==> src/rtl/tiny_nn_pkg.sv <==
// Shared numeric types for the tiny NN datapath: bfloat16 element type,
// canonical constants and classification helpers.
package tiny_nn_pkg;

  typedef struct packed {
    logic       sign;
    logic [7:0] exp;
    logic [6:0] man;
  } fp_t;

  localparam fp_t FPZero = 16'h0000;
  // Quiet NaN reported when a window holds no ordered element.
  localparam fp_t FPNaN  = 16'h7FC0;

  function automatic logic is_nan(input fp_t x);
    return (x.exp == 8'hFF) && (x.man != 7'd0);
  endfunction

  function automatic logic is_inf(input fp_t x);
    return (x.exp == 8'hFF) && (x.man == 7'd0);
  endfunction

endpackage

==> src/rtl/fp_cmp.sv <==
// Combinational total-order compare of two bfloat16 values (-0 < +0);
// greater_o is 0 whenever either operand is NaN. Zero latency, no flow control.
module fp_cmp
  import tiny_nn_pkg::*;
(
  input  fp_t  op_a_i,
  input  fp_t  op_b_i,
  output logic greater_o
);

  // Sign-magnitude to monotonic unsigned key: negatives inverted, positives offset.
  function automatic logic [15:0] order_key(input fp_t x);
    return x.sign ? ~x : {1'b1, x[14:0]};
  endfunction

  assign greater_o = !is_nan(op_a_i) && !is_nan(op_b_i) &&
                     (order_key(op_a_i) > order_key(op_b_i));

endmodule

==> src/rtl/fp_max_pool.sv <==
// Streams a window of up to MaxLen bfloat16 elements and reports max, its index and a NaN flag.
// One element per cycle in Accum; result valid one cycle after last input, held until out_ready_i.
module fp_max_pool
  import tiny_nn_pkg::*;
#(
  parameter int unsigned MaxLen = 16,
  parameter int unsigned IdxW   = $clog2(MaxLen)
) (
  input  logic            clk_i,
  input  logic            rst_ni,
  input  logic            start_i,
  input  logic [IdxW:0]   len_i,
  input  logic            in_valid_i,
  output logic            in_ready_o,
  input  fp_t             in_data_i,
  output logic            out_valid_o,
  input  logic            out_ready_i,
  output fp_t             out_max_o,
  output logic [IdxW-1:0] out_idx_o,
  output logic            out_nan_o,
  output logic            busy_o
);

  localparam int unsigned LenW = IdxW + 1;

  typedef enum logic [1:0] {StIdle, StAccum, StOut} state_e;

  state_e          state_q, state_d;
  logic [LenW-1:0] count_q, count_d;
  logic [LenW-1:0] len_q, len_d;
  fp_t             max_q, max_d;
  logic [IdxW-1:0] idx_q, idx_d;
  logic            nan_q, nan_d;
  logic            have_q, have_d;
  logic            a_gt_max;

  fp_cmp u_cmp (
    .op_a_i   (in_data_i),
    .op_b_i   (max_q),
    .greater_o(a_gt_max)
  );

  always_comb begin
    state_d     = state_q;
    count_d     = count_q;
    len_d       = len_q;
    max_d       = max_q;
    idx_d       = idx_q;
    nan_d       = nan_q;
    have_d      = have_q;
    in_ready_o  = 1'b0;
    out_valid_o = 1'b0;
    case (state_q)
      StIdle: begin
        if (start_i && (len_i != '0)) begin
          state_d = StAccum;
          count_d = '0;
          nan_d   = 1'b0;
          have_d  = 1'b0;
          // Preloading NaN makes an all-NaN window report FPNaN at index 0.
          max_d   = FPNaN;
          idx_d   = '0;
          len_d   = (len_i > LenW'(MaxLen)) ? LenW'(MaxLen) : len_i;
        end
      end
      StAccum: begin
        in_ready_o = 1'b1;
        if (in_valid_i) begin
          if (is_nan(in_data_i)) begin
            nan_d = 1'b1;
          end else if (!have_q || a_gt_max) begin
            max_d  = in_data_i;
            idx_d  = count_q[IdxW-1:0];
            have_d = 1'b1;
          end
          count_d = count_q + LenW'(1);
          if (count_q == len_q - LenW'(1)) begin
            state_d = StOut;
          end
        end
      end
      StOut: begin
        out_valid_o = 1'b1;
        if (out_ready_i) begin
          state_d = StIdle;
        end
      end
      default: state_d = StIdle;
    endcase
  end

  always_ff @(posedge clk_i or negedge rst_ni) begin
    if (!rst_ni) begin
      state_q <= StIdle;
      count_q <= '0;
      len_q   <= '0;
      max_q   <= FPZero;
      idx_q   <= '0;
      nan_q   <= 1'b0;
      have_q  <= 1'b0;
    end else begin
      state_q <= state_d;
      count_q <= count_d;
      len_q   <= len_d;
      max_q   <= max_d;
      idx_q   <= idx_d;
      nan_q   <= nan_d;
      have_q  <= have_d;
    end
  end

  assign out_max_o = max_q;
  assign out_idx_o = idx_q;
  assign out_nan_o = nan_q;
  assign busy_o    = (state_q != StIdle);

endmodule

==> config.mk <==
export PLATFORM = sky130hd
export DESIGN_NAME = fp_max_pool
export DESIGN_NICKNAME = d
export VERILOG_FILES = /design/src/rtl/tiny_nn_pkg.sv /design/src/rtl/fp_cmp.sv /design/src/rtl/fp_max_pool.sv
export SDC_FILE = /design/constraint.sdc
export NUM_CORES = 1
export LEC_CHECK = 0
export ABC_AREA = 1
export CORE_MARGIN = 1
export CORE_UTILIZATION = 35
export DETAILED_ROUTE_END_ITERATION = 12
export PLACE_DENSITY_LB_ADDON = 0.15
export SETUP_SLACK_MARGIN = 0.1
export SLEW_MARGIN = 5
export SYNTH_ARGS = -nofsm -noshare
export SYNTH_HDL_FRONTEND = slang
export SYNTH_SLANG_ARGS = --single-unit
==> constraint.sdc <==
create_clock -name clk_i -period 4.41 [get_ports clk_i]
set_input_delay 0.882 -clock clk_i [delete_from_list [all_inputs] [get_ports clk_i]]
set_output_delay 0.882 -clock clk_i [all_outputs]
set_load 0.01 [all_outputs]
==> reports/qor.yml, run 1 <==
outcome: "complete, no violations"
worstHoldPathType: "reg -> reg"
fin_crit_ns: 3.439
synth-edff-count: 0
antenna_found_initial: 0
num_vias: 2159
wl_per_cell_um: 12.38
syn_area_um2: 2515
rsz0062_at_grt: "no"
drc: 0
drive_gt1_share_pct: 10.44
wl_met1_mm: 2.602
antenna_left: 0
ys_top_cells_by_count: "58 x nand2_1, 34 x dfrtp_1, 32 x nand3_1, 29 x inv_1, 29 x nor2_1"
worst-path-max-fanout: 22
coreArea_um2: 6869
cp.required_ns: 4.58
p_leak_nw: 1.506
yosys_warnings: 0
synth.net_count: 362
cts_setup_buffers: 0
grt.total_usage_pct: 16.93
yosysMostFrequentCell: "nand2_1"
skew_ns: 0.006073
synthDistinctLibCells: 29
num_rows: 30
worstSkewPairLatency_ns: 0.28
drt_wl_total_mm: 5.694
wl_met2_mm: 2.800
met3WireLength_um: 221
routabilityCongestion: 0.7862
clock-sinks: 34
avgSynthCellArea_um2: 7.909
hold_viol: 0
synthFlopType: "dfrtp_1"
grt_max_degree: 35
hold_depth: 2
cts_resized: 0
cts_buffer_depth: 2
postSynthCellCount: 318
cts.root.buffer_cell: "clkbuf_8"
port_buffers: 49
r2r_cells: 13
n_antenna_cell: 0
dr.pass1.iters: 5
postCtsHoldBufs: 0
hpwlAfterDp_mm: 4.380
start_util_pct: 36.61
cts_buffers: 5
routed.top_layer: "met4"
cts_tree: "built"
grt_first_pass_wirelength_mm: 9.929
nNetsFinal: 407
fin_crit_sh_pct: 77.98
vias_per_cell: 4.693
setup_violations: 0
setup_tns_ns: 0
critPathCaptureType: "register"
synth_top_area_share_pct: 33.83
grt_remaining_overflow: 0
worst_slack_ns: 0.9711
ioPinCount: 50
synth_top_cell_by_area: "dfrtp_1"
worstMarginPinSlew_ns: 0.8659
drv_slew: 0
seq_area_frac_synth_pct: 33.83
synth_seq_cells: 34
grt_pass1_vias: 2154
place_ws_ns: 0.6457
area_growth_pct: 24.53
die_x_um: 86.77
slew_headroom_pct: 42.27
cts_max_level: 2
ir_drop_v: 0.0002799
cp.arrival_ns: 3.61
cp-start-kind: "primary input"
path_class: "in -> reg"
drt_iter0_drc: 102
async_flop_share_pct: 100.0
dieArea_um2: 7528
maxClockFrequency_ghz: 0.2908
powerDensity_nw_per_um2: 693.0
clkTransAtPathRegs_ns: 0.07
synth_area_leaders: "dfrtp_1 34%, ha_1 9.0%, nand2_1 8.7%"
max_cap_violations: 0
die_h_um: 86.77
## sequential cells by signal, summed over array words and instances, names as in the netlist
name and cells:
len_q 5, out_nan_o 1, have_q 1, state_q 2, count_q 5, out_idx_o 4
out_max_o 16
## layer usage
metal  vias up  track usage, %
li1       1112               -
met4         0           4.545
met2        41           29.15
met5         -               0
met3         7           3.238
met1       999           21.70
## critical path, cell delays in order
cell	delay (ns)
clkdlybuf4s50_1	0.85
xor2_1	0.35
ha_1	0.34
nand2_1	0.09
nor2_1	0.05
and2_1	0.14
nand2_1	0.06
nand2_1	0.05
nor2_1	0.08
nand2_1	0.09
nand2_4	0.21
nand2_4	0.23
nand2_1	0.12
nand2_1	0.06
## logic make-up after synthesis
| group | synth area share, % |
|---|---|
| AND/OR/NAND/NOR | 29.90 |
| flip-flops | 33.83 |
| XOR/XNOR | 12.89 |
| AO/OA/AOI/OAI | 5.970 |
| adder cells (fa/ha/maj) | 8.955 |
| buffers and inverters | 8.457 |
## path summary, 6_finish.rpt
check	startpoint	endpoint	slack [ns]
worst max-delay path	in_data_i[15]	out_idx_o[1]	0.97
worst min-delay path	out_idx_o[0]	out_idx_o[0]	0.48
worst max register to register	out_max_o[15]	out_idx_o[1]	1.70
worst min register to register	out_idx_o[0]	out_idx_o[0]	0.48
max in group asynchronous	rst_ni	out_idx_o[1]	3.08
min in group asynchronous	rst_ni	out_max_o[12]	1.01
## per-stage QoR
step	instances	utilization, %	instance area (um2)	hold slack (ns)	total power, W
after global placement	452	44.26	3040	0.4575	0.001944
final	460	45.59	3132	0.4794	0.002170
after detailed placement	452	44.26	3040	0.4666	0.001959
after floorplan	318	-	2515	0.4543	0.001599
after global routing	460	45.59	3132	0.5092	0.002418
after CTS	460	45.59	3132	0.4884	0.002210
## final cells by class
type / instances / area [um2]
multi-input combinational: 240 / 1451
clock buffer: 7 / 86.33
clock inverter: 1 / 5.005
fill: 734 / 3737
timing repair buffer: 50 / 498.0
tap: 96 / 120.1
inverter: 32 / 120.1
sequential: 34 / 850.8
## cell usage in the layout (no fill, tap or decap), drive strengths merged
cell type / count
inv: 32
and2: 2
xor2: 18
xnor2: 19
nand4: 9
nor2: 30
a21oi: 10
o21bai: 1
nand2: 72
clkdlybuf4s50: 49
or2: 10
nand3: 32
o21ai: 10
o21a: 1
dfrtp: 34
nor3: 3
ha: 18
clkinv: 1
o22ai: 2
clkbuf: 7
buf: 1
a21o: 1
o31ai: 2
## where the power goes
group	switching, W	internal [W]
logic	0.000667	0.000619
registers	0.000188	0.000460
clock network	0.000111	0.000126
total	0.000966	0.00120
Power figures use the tool's default switching activity.
==> inputs of run 2 (changes only) <==
Clock period 4.41 ns to 2.84 ns, I/O delays scaled along.
==> run 2 against run 1 <==
Net effect: worst hold slack improved by 0.0057 ns; routed wire length increased by 1.0%; clock power increased by 58%; register-to-register slack got worse by 1.0 ns; non-clock buffer count increased by 5; clock skew increased by 0.0038 ns; die area unchanged; largest power group unchanged; combinational power increased by 67%; power increased by 60%; sequential cell count unchanged; clock-buffer cell count unchanged.
==> reports/qor.yml, run 2 (synthesized netlist as in run 1, its figures left out) <==
outcome: "complete, no violations"  # unchanged
setup_tns_ns: 0  # unchanged
dpl.cell_count: 457  # was 452
worstSkewPairLatency_ns: 0.29  # was 0.28 ns
slew_headroom_pct: 69.98  # was 42.27%
grt_max_degree: 35  # unchanged
final_cell_mix: "58 x nand2_1, 49 x clkdlybuf4s50_1, 34 x dfrtp_1, 32 x nand3_1"  # unchanged
ioPinCount: 50  # unchanged
num_vias: 2160  # was 2159
postCtsHoldBufs: 0  # unchanged
cts_setup_buffers: 0  # unchanged
path_class: "in -> reg"  # unchanged
wl_per_cell_um: 12.37  # was 12.38 um
antenna_found_initial: 0  # unchanged
cts.root.buffer_cell: "clkbuf_8"  # unchanged
max_cap_violations: 0  # unchanged
ir_drop_v: 0.0003685  # was 0.0002799 V
cts_resized: 0  # unchanged
skew_ns: 0.009903  # was 0.006073 ns
port_buffers: 49  # unchanged
fin_crit_sh_pct: 87.29
hold_viol: 0  # unchanged
largest_reg_flops: 16  # unchanged
die_x_um: 86.77  # unchanged
cp-start-kind: "primary input"  # unchanged
antenna_left: 0  # unchanged
utilization_pct: 46.63  # was 45.59%
grt_remaining_overflow: 0  # unchanged
grt_first_pass_wirelength_mm: 9.936  # was 9.929 mm
switching_power_w: 0.001535  # was 0.0009655 W
p_leak_nw: 1.538  # was 1.506 nW
setup_violations: 0  # unchanged
dr.pass1.iters: 4  # was 5
post_dp_cell_area_um2: 3103  # was 3040 um2
drt_wl_total_mm: 5.751  # was 5.694 mm
cts_buffer_depth: 2  # unchanged
rsz0062_at_grt: "no"  # unchanged
clkTransAtPathRegs_ns: 0.07  # about the same
cts_tree: "built"  # unchanged
coreArea_um2: 6869  # unchanged
powerDensity_nw_per_um2: 1087  # was 693.0 nW/um2
vias_per_cell: 4.645  # was 4.693
seq_power_share_pct: 27.6  # was 29.8%
area_growth_pct: 27.36  # was 24.53%
start_util_pct: 36.61  # unchanged
p_sw_share_pct: 44.10  # was 44.49%
worstMarginPinSlew_ns: 0.4503  # was 0.8659 ns
cp.required_ns: 3.02  # was 4.58 ns
drc: 0  # unchanged
drt_iter0_drc: 104  # was 102
worst-path-max-fanout: 21  # was 22
n_antenna_cell: 0  # unchanged
critPathCaptureType: "register"  # unchanged
reg2reg_setup_slack_ns: 0.69  # was 1.70 ns
nNetsFinal: 412  # was 407
maxClockFrequency_ghz: 0.4034
p_clk_share_pct: 10.8  # was 10.9%
p_comb_share_pct: 61.6  # was 59.3%
final_area_um2: 3203  # was 3132 um2
grt.total_usage_pct: 17.15  # was 16.93%
grt_pass1_vias: 2069  # was 2154
cp.arrival_ns: 2.65  # was 3.61 ns
p_int_w: 0.001946  # was 0.001205 W
power.total_w: 0.003481  # was 0.002170 W
hpwlAfterDp_mm: 4.409  # was 4.380 mm
drive_gt1_share_pct: 11.65  # was 10.44%
routabilityCongestion: 0.7844  # was 0.7862
die_h_um: 86.77  # unchanged
drv_slew: 0  # unchanged
final_cells: 465  # was 460
num_rows: 30  # unchanged
dieArea_um2: 7528  # unchanged
layout_commonest_cell: "nand2_1"  # unchanged
cts_max_level: 2  # unchanged
worstHoldPathType: "reg -> reg"  # unchanged
fin_crit_ns: 2.479
clock-sinks: 34  # unchanged
cts_buffers: 5  # unchanged
-- run 2: metrics by stage --
stage	setup slack, ns	hold WS [ns]
3_5_place_dp	-0.01422	0.4693
4_1_cts	0.2801	0.4909
3_3_place_gp	0.03750	0.4550
6_report	0.3609	0.4851
5_1_grt	0.1218	0.5025
2_1_floorplan	0.4225	0.2724
-- run 2: worst paths after layout --
| check | startpoint | to | cells after the start |
|---|---|---|---|
| setup / recovery | in_data_i[15] | out_idx_o[1] | 15 |
| min in group asynchronous | rst_ni | out_max_o[11] | 2 |
| hold reg to reg | out_max_o[15] | out_max_o[15] | 2 |
| setup reg to reg | out_max_o[15] | out_idx_o[1] | 14 |
| max in group asynchronous | rst_ni | len_q[2] | 2 |
| hold / removal | out_max_o[15] | out_max_o[15] | 2 |
-- run 2: per-layer routing --
layer / wire, um / vias to the layer above / GRT usage, %
met3: 218 / 5 / 3.429
met4: 68 / 0 / 5.000
li1: - / 1124 / -
met1: 2775 / 996 / 23.01
met2: 2689 / 35 / 27.99
met5: 0 / - / 0
-- run 2: power by group through the flow --
stage | combinational, W | sequential, W | clock [W]
finish | 0.00215 | 0.000961 | 0.000374
global route | 0.00245 | 0.000996 | 0.000405
CTS | 0.00217 | 0.000966 | 0.000386
detailed placement | 0.00216 | 0.000973 | 0
global placement | 0.00213 | 0.000972 | 0
floorplan | 0.00150 | 0.000985 | 0
-- run 2: final cells by class --
class,instances,area [um2]
Fill cell,721,3666
Multi-Input combinational cell,240,1460
Sequential cell,34,850.8
Timing Repair Buffer,55,560.5
Inverter,32,120.1
Tap cell,96,120.1
Clock buffer,7,86.33
Clock inverter,1,5.005
-- run 2: worst max-delay path, cell delays in order --
cell,delay (ns)
clkdlybuf4s50_1,0.51
buf_12,0.18
xor2_1,0.18
ha_1,0.26
nand2_1,0.09
nor2_1,0.05
and2_1,0.14
nand2_1,0.06
nand2_1,0.05
nor2_1,0.08
nand2_1,0.09
nand2_4,0.11
nand2_8,0.13
nand2_1,0.09
nand2_1,0.05
